File: src/rtl/reg_rr_arbiter_pkg.sv
// Shared types and helpers for the round-robin register-bus arbiter.
package reg_rr_arbiter_pkg;

  typedef enum logic [0:0] {
    IDLE = 1'b0,
    BUSY = 1'b1
  } state_e;

  function automatic int idx_width(input int num_req);
    int w;
    w = $clog2(num_req);
    if (w < 1) begin
      return 1;
    end else begin
      return w;
    end
  endfunction

endpackage

File: src/rtl/rr_ptr_select.sv
// Rotating-priority encoder: first asserted request at or above the pointer,
// wrapping around to the lower indices.
module rr_ptr_select
  import reg_rr_arbiter_pkg::*;
#(
  parameter int NumReq = 4,
  parameter int IdxW   = 2
) (
  input  logic [NumReq-1:0] req_i,
  input  logic [IdxW-1:0]   ptr_i,
  output logic [IdxW-1:0]   idx_o,
  output logic              valid_o
);

  // Scan from the farthest offset down so the nearest request is written last.
  always_comb begin
    int k;
    k       = 0;
    idx_o   = {IdxW{1'b0}};
    valid_o = 1'b0;
    for (int off = NumReq - 1; off >= 0; off--) begin
      k = int'(ptr_i) + off;
      if (k >= NumReq) begin
        k = k - NumReq;
      end else begin
        k = k;
      end
      idx_o   = req_i[k] ? IdxW'(k) : idx_o;
      valid_o = valid_o | req_i[k];
    end
  end

endmodule

File: src/rtl/reg_rr_arbiter.sv
// Round-robin arbiter sharing one register-bus target between NumReq requesters.
// Optional watchdog abort of hung transactions: define REG_RR_ARBITER_TIMEOUT_EN.
module reg_rr_arbiter
  import reg_rr_arbiter_pkg::*;
#(
  parameter int NumReq        = 4,
  parameter int AW            = 32,
  parameter int DW            = 32,
  parameter int TimeoutCycles = 255
) (
  input  logic                       clk_i,
  input  logic                       rst_ni,
  input  logic [NumReq-1:0]          in_valid_i,
  input  logic [NumReq-1:0]          in_write_i,
  input  logic [NumReq*AW-1:0]       in_addr_i,
  input  logic [NumReq*DW-1:0]       in_wdata_i,
  input  logic [NumReq*DW/8-1:0]     in_wstrb_i,
  output logic [NumReq-1:0]          in_ready_o,
  output logic [DW-1:0]              in_rdata_o,
  output logic                       in_error_o,
  output logic                       out_valid_o,
  output logic                       out_write_o,
  output logic [AW-1:0]              out_addr_o,
  output logic [DW-1:0]              out_wdata_o,
  output logic [DW/8-1:0]            out_wstrb_o,
  input  logic                       out_ready_i,
  input  logic [DW-1:0]              out_rdata_i,
  input  logic                       out_error_i,
  output logic [$clog2(NumReq)-1:0]  gnt_idx_o,
  output logic                       busy_o,
  output logic                       timeout_o
);

  localparam int IdxW = idx_width(NumReq);
  localparam int SW   = DW / 8;

  state_e          state_q, state_d;
  logic [IdxW-1:0] gnt_q, gnt_d;
  logic [IdxW-1:0] ptr_q, ptr_d;
  logic [IdxW-1:0] win_s;
  logic [IdxW-1:0] ptr_next_s;
  logic            any_s;
  logic            busy_s;
  logic            gnt_valid_s;
  logic            out_valid_s;
  logic            done_s;
  logic            timeout_fire_s;

  rr_ptr_select #(
    .NumReq(NumReq),
    .IdxW  (IdxW)
  ) u_sel (
    .req_i  (in_valid_i),
    .ptr_i  (ptr_q),
    .idx_o  (win_s),
    .valid_o(any_s)
  );

  assign busy_s      = (state_q == BUSY);
  assign gnt_valid_s = in_valid_i[gnt_q];
  assign out_valid_s = busy_s & gnt_valid_s & ~timeout_fire_s;
  assign done_s      = out_valid_s & out_ready_i;
  assign ptr_next_s  = (gnt_q == IdxW'(NumReq - 1)) ? {IdxW{1'b0}} : gnt_q + IdxW'(1);

`ifdef REG_RR_ARBITER_TIMEOUT_EN
  localparam int CntW = $clog2(TimeoutCycles + 1);

  logic [CntW-1:0] cnt_q, cnt_d;

  // A real completion in the expiry cycle wins over the abort.
  assign timeout_fire_s = busy_s & gnt_valid_s & ~out_ready_i &
                          (cnt_q == CntW'(TimeoutCycles));

  // Watchdog count of BUSY cycles spent waiting on the target.
  always_comb begin
    cnt_d = {CntW{1'b0}};
    if (busy_s && gnt_valid_s && !done_s && !timeout_fire_s) begin
      cnt_d = cnt_q + CntW'(1);
    end else begin
      cnt_d = {CntW{1'b0}};
    end
  end

  // Watchdog counter register.
  always_ff @(posedge clk_i or negedge rst_ni) begin
    if (!rst_ni) begin
      cnt_q <= {CntW{1'b0}};
    end else begin
      cnt_q <= cnt_d;
    end
  end
`else
  logic unused_timeout_s;

  assign timeout_fire_s   = 1'b0;
  assign unused_timeout_s = TimeoutCycles[0];
`endif

  // State, grant and round-robin pointer registers.
  always_ff @(posedge clk_i or negedge rst_ni) begin
    if (!rst_ni) begin
      state_q <= IDLE;
      gnt_q   <= {IdxW{1'b0}};
      ptr_q   <= {IdxW{1'b0}};
    end else begin
      state_q <= state_d;
      gnt_q   <= gnt_d;
      ptr_q   <= ptr_d;
    end
  end

  // Next-state: arbitrate in IDLE, wait for completion, abandon or abort in BUSY.
  always_comb begin
    state_d = state_q;
    gnt_d   = gnt_q;
    ptr_d   = ptr_q;
    case (state_q)
      IDLE: begin
        if (any_s) begin
          gnt_d   = win_s;
          state_d = BUSY;
        end else begin
          state_d = IDLE;
        end
      end
      BUSY: begin
        if (done_s || timeout_fire_s) begin
          ptr_d   = ptr_next_s;
          state_d = IDLE;
        end else if (!gnt_valid_s) begin
          state_d = IDLE;
        end else begin
          state_d = BUSY;
        end
      end
      default: begin
        state_d = IDLE;
      end
    endcase
  end

  // Outputs: forward the granted request and route the response back to it.
  always_comb begin
    out_valid_o = out_valid_s;
    busy_o      = busy_s;
    gnt_idx_o   = gnt_q;
    timeout_o   = timeout_fire_s;
    in_ready_o  = {NumReq{1'b0}};
    if (out_valid_s) begin
      out_write_o = in_write_i[gnt_q];
      out_addr_o  = in_addr_i[int'(gnt_q)*AW +: AW];
      out_wdata_o = in_wdata_i[int'(gnt_q)*DW +: DW];
      out_wstrb_o = in_wstrb_i[int'(gnt_q)*SW +: SW];
    end else begin
      out_write_o = 1'b0;
      out_addr_o  = {AW{1'b0}};
      out_wdata_o = {DW{1'b0}};
      out_wstrb_o = {SW{1'b0}};
    end
    if (busy_s) begin
      in_rdata_o = timeout_fire_s ? {DW{1'b0}} : out_rdata_i;
      in_error_o = timeout_fire_s | out_error_i;
    end else begin
      in_rdata_o = {DW{1'b0}};
      in_error_o = 1'b0;
    end
    if (done_s || timeout_fire_s) begin
      in_ready_o[gnt_q] = 1'b1;
    end else begin
      in_ready_o = {NumReq{1'b0}};
    end
  end

endmodule

File: config.mk
export PLATFORM = sky130hd
export DESIGN_NAME = reg_rr_arbiter
export DESIGN_NICKNAME = d
export VERILOG_FILES = /design/src/rtl/reg_rr_arbiter_pkg.sv /design/src/rtl/rr_ptr_select.sv /design/src/rtl/reg_rr_arbiter.sv
export SDC_FILE = /design/constraint.sdc
export NUM_CORES = 1
export LEC_CHECK = 0
export ABC_AREA = 1
export ABC_CLOCK_PERIOD_IN_PS = 1800
export BUFFER_PORTS_ARGS = -buffer_cell sky130_fd_sc_hd__buf_2
export CAP_MARGIN = 20
export CORE_AREA = 5 5 165 167
export DETAILED_ROUTE_END_ITERATION = 6
export DIE_AREA = 0 0 170 172
export MAX_ROUTING_LAYER = met4
export PLACE_DENSITY = 0.39
export SYNTH_ARGS = -nofsm -noshare
export SYNTH_HDL_FRONTEND = slang
export SYNTH_SLANG_ARGS = --single-unit
File: constraint.sdc
create_clock -name clk_i -period 1.8 [get_ports clk_i]
set_input_delay 0.27 -clock clk_i [delete_from_list [all_inputs] [get_ports clk_i]]
set_output_delay 0.27 -clock clk_i [all_outputs]
set_load 0.05 [all_outputs]
## Word-level counts from Yosys, hierarchy flattened

Index checks and enable logic that the tools add are counted.

- Bits in registers: 5
- Latch bits: 0
- RAM bits: 0
- Memory bits (read-only): 0
- Input bits: 316
- Output and inout port bits: 111
- Logic and storage cells: 72
- Memories kept: 0

- Add/sub/neg operators: 8
- Multiply operators: 0
- Divide/modulo/power cells: 0
- Magnitude comparators: 10
- Equality and inequality tests: 1
- Shifts and indexed selects: 3
- Muxes and demuxes: 38
- Bitwise logic cells: 6
- Reductions and logical operators: 3

Operator list:

| operator | number |
|---|---|
| $shiftx A128 B8 Y32 | 2 |
| $mux W32 | 7 |
| $lt A32 B4 Y1 const B | 4 |
| $ge A32 B4 Y1 const B | 3 |
| $sub A32 B4 Y32 const B | 3 |
| $mux W1 | 16 |
| $shiftx A16 B5 Y4 | 1 |
| $bmux W1 S2 | 6 |
| $mux W2 | 5 |
| $mux W4 | 2 |
| $add A2 B2 Y3 const B | 2 |
| $reduce_and A2 Y1 | 2 |
| $sub A2 B3 Y4 const B | 1 |
| $add A2 B1 Y3 const B | 1 |
| $ge A2 B3 Y1 const B | 1 |
| $lt A2 B3 Y1 const B | 1 |
| $or A1 B1 Y1 | 3 |
| $add A2 B1 Y2 const B | 1 |
| $and A1 B1 Y1 | 2 |
| $demux W1 S2 | 1 |
| $eq A2 B2 Y1 const B | 1 |
| $ge A2 B1 Y1 const B | 1 |
| $pmux W1 S2 | 1 |
| $logic_and A1 B1 Y1 | 1 |
| $not A1 Y1 | 1 |

## Depth between registers and ports, before layout

- Word-level depth: 11
- Depth in mapped cells: 12
- Depth with buffers taken out: 11

## Modules after synthesis

Synthesis repeated with hierarchy kept, for this count alone.

- Cell total of the unflattened synthesis: 710
- Area, all modules: 3485.8 um^2

By module, submodules not included:

| module | times used | cells each | area an instance (um^2) | sequential area each (um^2) |
|---|---|---|---|---|
| reg_rr_arbiter | 1 | 655 | 3229.3 | 125.1 |
| rr_ptr_select | 1 | 55 | 256.5 | 0.0 |

## Worst setup path after synthesis

No wires, ideal clock.

- Path type: register to output
- Start: register gnt_q[1], in the netlist gnt_idx_o[1]
- End: output port in_ready_o[0]
- Data arrival time: 2.148 ns
- Data required time: 1.530 ns
- Slack: -0.618 ns
- Cell stages (with the launch flop): 10
- Buffers on the path: 1
- Path through: dfrtp_1 > buf_4 > inv_4 > nor2_1 > o21ai_2 > nand2_2 > nand2_8 > nor2_8 > inv_2 > nor2_1

- Cells in the longest elaborated chain, start to end: 5
- Elaborated cells between the ends (all ways): 10
- Classes of those cells: order compare (2); mux (5); bitwise (2); reduce/logical (1)

RTL lines:

| element | RTL line | RTL |
|---|---|---|
| start: declaration | reg_rr_arbiter.sv:38 | `logic [IdxW-1:0] gnt_q, gnt_d;` |
| start signal: assignment | reg_rr_arbiter.sv:103 | `gnt_q <= {IdxW{1'b0}};` |
| start signal: assignment | reg_rr_arbiter.sv:107 | `gnt_q <= gnt_d;` |
| $lt A2 B3 Y1 (not written as such) (tied with other cells) | reg_rr_arbiter.sv:168 | `in_ready_o[gnt_q] = 1'b1;` |
| $logic_and A1 B1 Y1 (not written as such) / $mux W1 (equally long branches) | reg_rr_arbiter.sv:168, reg_rr_arbiter.sv:60 |  |
| $mux W1 (not written as such) / $and A1 B1 Y1 (equally long branches) | reg_rr_arbiter.sv:168, reg_rr_arbiter.sv:61 |  |
| $demux W1 S2 / $and A1 B1 Y1 (equally long branches) | reg_rr_arbiter.sv:168, reg_rr_arbiter.sv:62 |  |
| $mux W4 (*) | reg_rr_arbiter.sv:167 | `if (done_s \|\| timeout_fire_s) begin` |
| end: declaration | reg_rr_arbiter.sv:18 | `output logic [NumReq-1:0] in_ready_o,` |

Mark *: on every way between the ends. The rest lies on a longest branch, timed or not. The select of a mux whose other input is x is not followed.

## Worst setup path in the final report

- Start: register gnt_q[0], in the netlist gnt_idx_o[0]
- End: output port out_addr_o[6]

- Cells in the longest elaborated chain, start to end: 4
- Elaborated cells between the ends (all ways): 5
- Classes of those cells: shift (1); mux (3); bitwise (1)

RTL lines:

| element | RTL line | RTL |
|---|---|---|
| branches (longest 3 deep; another with $shiftx A128 B8 Y32) | -- |  |
| $mux W32 (*) | reg_rr_arbiter.sv:149 | `if (out_valid_s) begin` |
| end: declaration | reg_rr_arbiter.sv:23 | `output logic [AW-1:0] out_addr_o,` |

Mark *: on every way between the ends. The select of a mux whose other input is x is not followed.

==> results.tsv <==
metric	value	unit
drive_gt1_share	51.5	%
route.met3.wl	1880	µm
critPathMostFrequentCell	nor2_1	
post-route-drc-count	0	
synth-seq-cells	5	
mostFrequentLayoutCells	350 x buf_2, 280 x nor2_1, 133 x o21ai_0	
wl_met1	10000	µm
cp.arrival	1.81	ns
final-hold-violation-count	0	
grt-ovfl-total	0	
cell_internal_pwr	5.48	mW
max_freq	481	MHz
worst-slew-pin-transition	0.526	ns
relSlewSlack	64.6	%
synth_top_family_by_area	simple AND/OR/NAND/NOR gates	
drt_iter0_drc	305	
violations	setup timing	
final_cells	1483	
num_rows	59	
period_minus_slack	2.08	ns
fin_crit_sh	115	%
yosysWarningCount	0	
power.share.combinational	95.0	%
hp-class	input port to flip-flop	
worstSetupStartpointType	flip-flop	
seqPwrFrac	2.5	%
clkPwrFrac	2.5	%
ys_seq_area_share	3.57	%
nNetsFinal	1461	
vias	6093	
wl_per_cell	16.2	µm
clk_pin_slew_worst_paths	0.03	ns
synth_compound_area_share	38.2	%
layout_commonest_cell	buf_2	
die_height	172	µm
grt_pass1_vias	6154	
netlist_area	0.00351	mm²
p_total	14.7	mW
initial_core_util	13.7	%
critical_path_class	flip-flop to primary output	
grt_max_degree	51	
dp_cells	1462	
dieWidth	170	µm
cts_root_buf	clkbuf_16	
clock_path_buffers	2	
drv_cap	0	
path_cells	buf_4 > buf_12 > buf_16 > nor2_1 > nor2_1 > o21ai_0 > a21oi_4 > buf_6	
synth.area.mux_share	0	%
cts_tree	built	
setup_viol	74	
cpPeakStageDelay	0.49	ns
cts_buffers	3	
grt_pass1_wl	33900	µm
htree_levels	1	
ant_nets	0	
hold_slack	0.249	ns
switchingPower	9.19	mW
ir_worst_vdd	0.921	mV
critPathSlowestCell	dfrtp_4	
synthCells	701	
status	finished with violations	
wl	24000	µm
portBuffers	425	
clock_latency	0.23	ns
place.gp.congestion	0.914	
dr_wl_met2	11900	µm
avgSynthCellArea	5.00	µm²
hpwl	19300	µm
drt-pass1-iter-count	5	
antenna_found_initial	6	
core_area	0.0256	mm²
drv_slew	0	
cp_max_fo	24	
die_area	0.0292	mm²
pwr_density_cell	2010	mW/mm²
switching_share	62.7	%
critPathRequiredTime	1.53	ns
maxUsedRoutingLayer	met4	
grt_usage	15.1	%
setup_ws	-0.279	ns
synth-simple-area-share	41.1	%
ios	427	
p_leak	3.79	nW
area_growth	109	%
clock_skew	0.00159	ns
synth_fa_ha_area_share	1.43	%
crit_family	buffers and inverters	
rsz0062_at_grt	true	
detail_route.vias_per_cell	4.11	
endpoint_kind	primary output	
syn-num-nets	1021	
synth_xor_xnor_area_share	0	%
clock-sinks	5	
cp_num_buf_inv	4	
synth_cell_types	24	
power groups by stage:
stage          Sequential [mW]  Clock [mW]  Combinational, mW
4_1_cts                  0.348       0.371               13.7
2_1_floorplan            0.340           0               8.59
3_3_place_gp             0.319           0               12.1
5_1_grt                  0.383       0.376               14.9
3_5_place_dp             0.319           0               12.0
6_report                 0.370       0.365               13.9
final timing paths:
path                                   start       endpoint  slack (ns)  cells past startpoint
worst max-delay path            gnt_idx_o[0]  out_addr_o[6]       -0.28                      8
worst min-delay path             out_ready_i         busy_o        0.25                      2
worst max register to register  gnt_idx_o[0]       ptr_q[0]        0.14                     10
worst min register to register      ptr_q[1]       ptr_q[1]        0.70                      2
max in group asynchronous             rst_ni         busy_o        1.25                      2
min in group asynchronous             rst_ni   gnt_idx_o[0]        0.39                      2
sequential cells by signal (all words and copies together) (netlist names):
| name | flops |
|---|---|
| gnt_idx_o | 2 |
| busy_o | 1 |
| ptr_q | 2 |
stage by stage:
step | utilization, % | setup TNS [ns] | worst slack (ns) | cell area (µm²)
after floorplan | - | -15.45 | -0.232 | 3610
after global placement | 25.0 | -3.90 | -0.123 | 6400
after detailed placement | 25.0 | -4.16 | -0.163 | 6400
after CTS | 27.8 | -17.86 | -0.276 | 7130
after global routing | 28.5 | -23.13 | -0.365 | 7310
final | 28.5 | -16.07 | -0.279 | 7310
routing by layer:
metal	track usage, %	vias to the layer above
li1	-	3121
met3	2.79	18
met5	-	-
met1	18.3	2681
met2	26.6	273
met4	2.67	0
synthesized netlist by cell type, drive strengths merged:
library cell | n | share of area [%]
o21ai | 144 | 21
ha | 4 | 1.4
nand2 | 79 | 9.1
nor2 | 287 | 31
clkbuf | 25 | 2.7
a21oi | 70 | 17
conb | 1 | 0.11
inv | 47 | 5.2
dfrtp | 5 | 3.6
buf | 34 | 7.8
nand3 | 5 | 0.71
cell type report:
type | instances | area [µm²]
Fill cell | 2961 | 18300
Timing Repair Buffer | 492 | 3420
Multi-Input combinational cell | 592 | 3050
Tap cell | 335 | 419
Inverter | 47 | 189
Sequential cell | 5 | 134
Clock buffer | 4 | 78.8
Antenna cell | 8 | 20.0
timing repair:
| action | 4_1_cts | 5_1_grt |
|---|---|---|
| gates resized for setup | 178 | 22 |
| hold endpoints to repair | 5 | 0 |
| hold buffers | 1 | 0 |
| setup buffers | 3 | 1 |
| gates cloned | 2 | 2 |
| setup endpoints to repair | 74 | 107 |
| pin swaps | 4 | 1 |
cells by family after synthesis:
logic type,Yosys count
AND/OR/NAND/NOR,371
AO/OA/AOI/OAI,214
flip-flops,5
other,1
adder cells (fa/ha/maj),4
buffers and inverters,106
Note: power is estimated with default switching activity, not from simulation.
